<file path="config.mk">
export PLATFORM = sky130hd
export DESIGN_NAME = flash_loader
export DESIGN_NICKNAME = d
export VERILOG_FILES = /design/src/rtl/flash_loader_pkg.sv /design/src/rtl/flash_loader_packer.sv /design/src/rtl/flash_loader.sv
export SDC_FILE = /design/constraint.sdc
export NUM_CORES = 1
export LEC_CHECK = 0
export CORE_ASPECT_RATIO = 0.6
export CORE_MARGIN = 2
export CORE_UTILIZATION = 45
export CTS_BUF_LIST = sky130_fd_sc_hd__clkbuf_8
export CTS_CLUSTER_DIAMETER = 60
export DETAILED_ROUTE_END_ITERATION = 16
export HOLD_SLACK_MARGIN = 0.03
export PLACE_DENSITY = 0.78
export SYNTH_ARGS = -nofsm -noshare
export SYNTH_HDL_FRONTEND = slang
export SYNTH_SLANG_ARGS = --single-unit
</file>
<file path="constraint.sdc">
create_clock -name clk -period 5.5 [get_ports clk]
set_input_delay 1.1 -clock clk [delete_from_list [all_inputs] [get_ports clk]]
set_output_delay 1.1 -clock clk [all_outputs]
set_load 0.005 [all_outputs]
</file>
<file path="src/rtl/flash_loader_pkg.sv">
// flash_loader_pkg: shared constants for the flash loader.
// State encoding, bus strobe values and default bus widths.
package flash_loader_pkg;

    localparam int unsigned ADDR_W_DEF  = 15;
    localparam int unsigned COUNT_W_DEF = 16;

    localparam logic [2:0] S_IDLE  = 3'd0;
    localparam logic [2:0] S_FILL  = 3'd1;
    localparam logic [2:0] S_WRITE = 3'd2;
    localparam logic [2:0] S_GAP   = 3'd3;
    localparam logic [2:0] S_READ  = 3'd4;
    localparam logic [2:0] S_RGAP  = 3'd5;
    localparam logic [2:0] S_DONE  = 3'd6;

    localparam logic [3:0] STRB_WRITE = 4'b1111;
    localparam logic [3:0] STRB_READ  = 4'b0000;

endpackage

</file>
<file path="src/rtl/flash_loader_packer.sv">
// byte_packer: assembles four accepted bytes into a little-endian 32-bit word.
// full_o flags the byte that completes the word; the word is held until
// the next byte is loaded.
module byte_packer
    import flash_loader_pkg::*;
(
    input  logic        clk,
    input  logic        reset,
    input  logic        load_i,
    input  logic [7:0]  byte_i,
    output logic [1:0]  cnt_o,
    output logic [31:0] word_o,
    output logic        full_o
);

    logic [1:0]  cnt_q;
    logic [31:0] word_q;

    // Place each accepted byte into its lane and advance the byte count.
    always_ff @(posedge clk or posedge reset) begin
        if (reset) begin
            cnt_q  <= '0;
            word_q <= '0;
        end else if (load_i) begin
            word_q[{cnt_q, 3'b000} +: 8] <= byte_i;
            cnt_q                        <= cnt_q + 2'd1;
        end
    end

    assign cnt_o  = cnt_q;
    assign word_o = word_q;
    assign full_o = load_i && (cnt_q == 2'd3);

endmodule

</file>
<file path="src/rtl/flash_loader.sv">
// flash_loader: streams bytes from a valid/ready source, packs them into
// 32-bit words and writes them to consecutive word addresses.
// Optional read-back verify is enabled by defining FLASH_LOADER_VERIFY_EN.
module flash_loader
    import flash_loader_pkg::*;
#(
    parameter int unsigned ADDR_W  = ADDR_W_DEF,
    parameter int unsigned COUNT_W = COUNT_W_DEF
) (
    input  logic               clk,
    input  logic               reset,
    input  logic               start,
    input  logic [ADDR_W-1:0]  base_addr,
    input  logic [COUNT_W-1:0] word_count,
    input  logic               byte_valid,
    input  logic [7:0]         byte_data,
    output logic               byte_ready,
    output logic               mem_select,
    output logic [3:0]         mem_wstrb,
    output logic [ADDR_W-1:0]  mem_addr,
    output logic [31:0]        mem_wdata,
    input  logic [31:0]        mem_rdata,
    input  logic               mem_ready,
    output logic               busy,
    output logic               done,
    output logic               error
);

    logic [2:0]         state_q, state_d;
    logic [ADDR_W-1:0]  base_q, base_d;
    logic [COUNT_W-1:0] count_q, count_d;
    logic [COUNT_W-1:0] idx_q, idx_d;

    logic        accept_byte;
    logic        word_full;
    logic [31:0] packed_word;
    logic [1:0]  byte_cnt_unused;
    logic        last_word;

    assign byte_ready  = (state_q == S_FILL);
    assign accept_byte = byte_ready && byte_valid;
    assign last_word   = (idx_q == count_q - COUNT_W'(1));

    byte_packer u_packer (
        .clk    (clk),
        .reset  (reset),
        .load_i (accept_byte),
        .byte_i (byte_data),
        .cnt_o  (byte_cnt_unused),
        .word_o (packed_word),
        .full_o (word_full)
    );

    // Next-state logic: sequence each word through fill, write and recovery gaps.
    always_comb begin
        state_d = state_q;
        base_d  = base_q;
        count_d = count_q;
        idx_d   = idx_q;
        case (state_q)
            S_IDLE: begin
                if (start) begin
                    base_d  = base_addr;
                    count_d = word_count;
                    idx_d   = '0;
                    state_d = (word_count == '0) ? S_DONE : S_FILL;
                end
            end
            S_FILL: begin
                if (word_full) state_d = S_WRITE;
            end
            S_WRITE: begin
                if (mem_ready) state_d = S_GAP;
            end
`ifdef FLASH_LOADER_VERIFY_EN
            S_GAP: begin
                state_d = S_READ;
            end
            S_READ: begin
                if (mem_ready) state_d = S_RGAP;
            end
            S_RGAP: begin
                if (last_word) begin
                    state_d = S_DONE;
                end else begin
                    state_d = S_FILL;
                    idx_d   = idx_q + COUNT_W'(1);
                end
            end
`else
            S_GAP: begin
                if (last_word) begin
                    state_d = S_DONE;
                end else begin
                    state_d = S_FILL;
                    idx_d   = idx_q + COUNT_W'(1);
                end
            end
`endif
            S_DONE: begin
                state_d = S_IDLE;
            end
            default: begin
                state_d = S_IDLE;
            end
        endcase
    end

    // State and load-context registers.
    always_ff @(posedge clk or posedge reset) begin
        if (reset) begin
            state_q <= S_IDLE;
            base_q  <= '0;
            count_q <= '0;
            idx_q   <= '0;
        end else begin
            state_q <= state_d;
            base_q  <= base_d;
            count_q <= count_d;
            idx_q   <= idx_d;
        end
    end

    // Bus outputs are decoded from state so they drop on the edge that samples mem_ready.
    always_comb begin
        mem_select = 1'b0;
        mem_wstrb  = STRB_READ;
        mem_wdata  = '0;
        mem_addr   = '0;
        if (state_q == S_WRITE) begin
            mem_select = 1'b1;
            mem_wstrb  = STRB_WRITE;
            mem_wdata  = packed_word;
            mem_addr   = base_q + ADDR_W'(idx_q);
        end
`ifdef FLASH_LOADER_VERIFY_EN
        if (state_q == S_READ) begin
            mem_select = 1'b1;
            mem_wstrb  = STRB_READ;
            mem_addr   = base_q + ADDR_W'(idx_q);
        end
`endif
    end

    assign busy = (state_q != S_IDLE) && (state_q != S_DONE);
    assign done = (state_q == S_DONE);

`ifdef FLASH_LOADER_VERIFY_EN
    logic error_q;
    logic start_ok;

    assign start_ok = start && (state_q == S_IDLE);

    // Sticky read-back mismatch flag, cleared when a new load is accepted.
    always_ff @(posedge clk or posedge reset) begin
        if (reset) begin
            error_q <= 1'b0;
        end else if (start_ok) begin
            error_q <= 1'b0;
        end else if ((state_q == S_READ) && mem_ready && (mem_rdata != packed_word)) begin
            error_q <= 1'b1;
        end
    end

    assign error = error_q;
`else
    logic rdata_unused;

    assign rdata_unused = ^mem_rdata;
    assign error        = 1'b0;
`endif

endmodule

</file>
==> results of run 1 <==
-- how the worst max path moves through the flow --
stage | start | endpoint
detailed placement | idx_q[0] | mem_addr[14]
global route | idx_q[0] | mem_addr[14]
CTS | idx_q[0] | mem_addr[14]
floorplan | idx_q[0] | mem_addr[14]
global placement | idx_q[0] | mem_addr[14]
finish | idx_q[0] | mem_addr[14]
-- power breakdown --
part	switching (mW)	total (mW)	internal (mW)
clock	0.239	0.451	0.212
sequential	0.227	1.05	0.826
combinational	0.725	1.26	0.533
-- logic make-up (layout without fill, tap and decap cells) --
logic type                 count (synthesis)  count (layout)  share of synthesized area
buffers and inverters                     48             132                     0.0422
muxes                                      2               2                    0.00384
xor gates and xnor gates                  37              37                     0.0621
AOI/OAI and AO/OA                        104             104                      0.132
adders and majority gates                 22              22                     0.0542
DFF                                       84              84                      0.403
and+or+nand+nor                          332             332                      0.302
other                                      1               1                   0.000719
-- stage by stage --
stage	util	hold slack, ns
floorplan	-	0.442
global placement	0.554	0.457
detailed placement	0.554	0.463
CTS	0.572	0.481
global route	0.572	0.517
finish	0.572	0.480
-- state kept, by name (all words and copies together) (netlist names) --
register,count
base_q,15
count_q,16
idx_q,16
state_q,3
u_packer.cnt_o,2
u_packer.word_o,32
-- worst max-delay path, stage by stage, from the launching register on --
cell and delay (ns):
dfrtp_1 0.48, ha_1 0.25, fa_1 0.43, a21o_1 0.20, a21oi_1 0.27, o21ai_0 0.16
a31oi_1 0.38, a21oi_1 0.14, a2111oi_0 0.46, o21ai_0 0.13, a21oi_1 0.14, clkdlybuf4s50_1 0.53
-- cell type report --
cell class | count | area [sq um]
Clock buffer | 9 | 124
Clock inverter | 7 | 73.8
Fill cell | 981 | 4840
Inverter | 14 | 53.8
Multi-Input combinational cell | 498 | 2900
Sequential cell | 84 | 2100
Tap cell | 160 | 200
Timing Repair Buffer | 102 | 1010
-- placed cells by master, fill, tap and decap left out, types with 2 or more instances in the layout --
cell / count
nand2_1: 179
clkdlybuf4s50_1: 98
dfrtp_1: 84
and3_1: 42
o21ai_0: 41
nor2_1: 36
xnor2_1: 22
ha_1: 21
a21oi_1: 16
xor2_1: 15
inv_1: 13
nor3_1: 13
nand3_1: 11
clkbuf_8: 9
nor4_1: 7
nand4_1: 7
o21ai_1: 5
nand2b_1: 5
a31oi_1: 4
buf_4: 4
nor4_2: 3
o211ai_1: 3
o31ai_1: 3
o311ai_1: 3
and2_1: 3
nor3b_1: 3
or3_1: 3
clkinv_2: 3
a31oi_2: 2
a21boi_0: 2
nand3b_1: 2
mux2i_1: 2
a211oi_1: 2
o41ai_1: 2
a21o_1: 2
o21bai_1: 2
inv_6: 2
-- metal layers --
metal / up-vias / global-route usage
met2: 177 / 0.338
met1: 2276 / 0.363
met5: - / 0
met4: 0 / 0.0477
met3: 12 / 0.0539
li1: 2323 / -
==> qor.yml, run 1 <==
sta:
  period_share: 0.918
  slew_viol_final: 0
  setup_viol: 0
  timing.final.crit_period_ns: 5.05
  fin_skew_ns: 0.0126
  rsz0062_at_grt: "false"
  hold_viol: 0
  slew_headroom: 0.271
  tightest_slew_ns: 1.09
  fin_setup_tns_ns: 0
  fmax_ghz: 0.198
  fin_ws_ns: 0.451
power:
  irDropWorstVdd_uv: 179
  p_total_mw: 2.76
  p_leak_nw: 2.97
  power_density_mw_per_mm2: 428
floorplan:
  dieHeight_um: 87.4
  fp-row-count: 30
  start_util: 0.462
  core_sq_mm: 0.0113
  pin_count: 132
  fp.dieArea_sq_mm: 0.0125
  die_w_um: 143
status:
  status: "finished, final reports clean"
yosys:
  synth_commonest_cells: "nand2_1, dfrtp_1, and3_1"
  syn_area_sq_mm: 0.00522
  synth_area_per_cell_sq_um: 8.28
  synth_top_cell_area_share: 0.403
  synth_cells: 630
  synthFlopType: "dfrtp_1"
  yosysWarnings: 0
  async_flop_share: 1.00
  synth-seq-area-share: 0.403
  synth-seq-cells: 84
  synth_nets: 728
  yosysMostFrequentCell: "nand2_1"
  synthTopCellsByArea: "dfrtp_1, nand2_1, and3_1"
  synth_edf_count: 0
  synthDistinctLibCells: 72
  yosysTopAreaCell: "dfrtp_1"
routing:
  detail-route-antenna-nets: 0
  met2_length_mm: 6.17
  totalWireLength_mm: 14.1
  first_pass_iters: 5
  drc: 0
  vias: 4788
  vias_per_cell: 5.48
  top_layer: "met4"
  wl_per_cell_um: 16.2
  drt_iter0_markers: 456
  wl_met1_mm: 6.88
  routed-wl-met3_um: 972
cells_and_area:
  nets: 807
  layout-drive-gt1-share: 0.0602
  finalNonFillerCells: 874
  area_growth_pct: 23.9
  diodes: 0
  stdcell_area_sq_mm: 0.00646
clock_network:
  cts_sinks: 84
  numCtsBuffers: 9
  postCtsSetupRepairBufs: 0
  cts_tree: "built"
  postCtsHoldBufs: 0
  htreeDepth: 3
  clk_path_buf_depth: 2
  cts.repair.resized: 0
  clk_pin_slew_ns: 0.09
  clk_latency_ns: 0.36
  ctsRootBufferMaster: "clkbuf_8"
global_routing:
  grt_usage: 0.236
  grt_overflow: 0
  grt_pass1_wl_mm: 23.2
  grt_pass1_vias: 4607
  antenna_found_initial: 0
  grt_start_max_net_pins: 85
setup_path:
  r2r-end: "idx_q[6]"
  ff2ff_setup_slack_ns: 2.22
  reg2regPathDepth: 10
  end_kind: "output pin"
  crit_type: "reg2out"
  arrival_ns: 3.95
  path_max_fanout: 6
  worst_setup_path_start_kind: "register"
  critPathRequiredTime_ns: 4.40
  worstReg2RegStart: "count_q[0]"
placement:
  hpwl_mm: 10.3
  io_buffers: 98
  dp_cells: 858
  place_congestion: 0.882
  dpl-instance-area_sq_mm: 0.00626
  post-place-ws_ns: 0.883
hold_path:
  hold_class: "reg2reg"
  min_from: "u_packer.word_o[10]"
  hold_depth: 2
  hold-path-endpoint: "u_packer.word_o[10]"
run:
  max_cap_viol_count: 0
Note: power is estimated with default switching activity, not from simulation.
==> run 2, diff against run 1 <==
--- a/config.mk
+++ b/config.mk
@@ -11,8 +11,8 @@
 export CTS_BUF_LIST = sky130_fd_sc_hd__clkbuf_8
 export CTS_CLUSTER_DIAMETER = 60
 export DETAILED_ROUTE_END_ITERATION = 16
-export HOLD_SLACK_MARGIN = 0.03
 export PLACE_DENSITY = 0.78
+export SLEW_MARGIN = 10
 export SYNTH_ARGS = -nofsm -noshare
 export SYNTH_HDL_FRONTEND = slang
 export SYNTH_SLANG_ARGS = --single-unit
==> results of run 2 <==
Same layout as run 1: the final DEF is identical, and so are final timing and power.
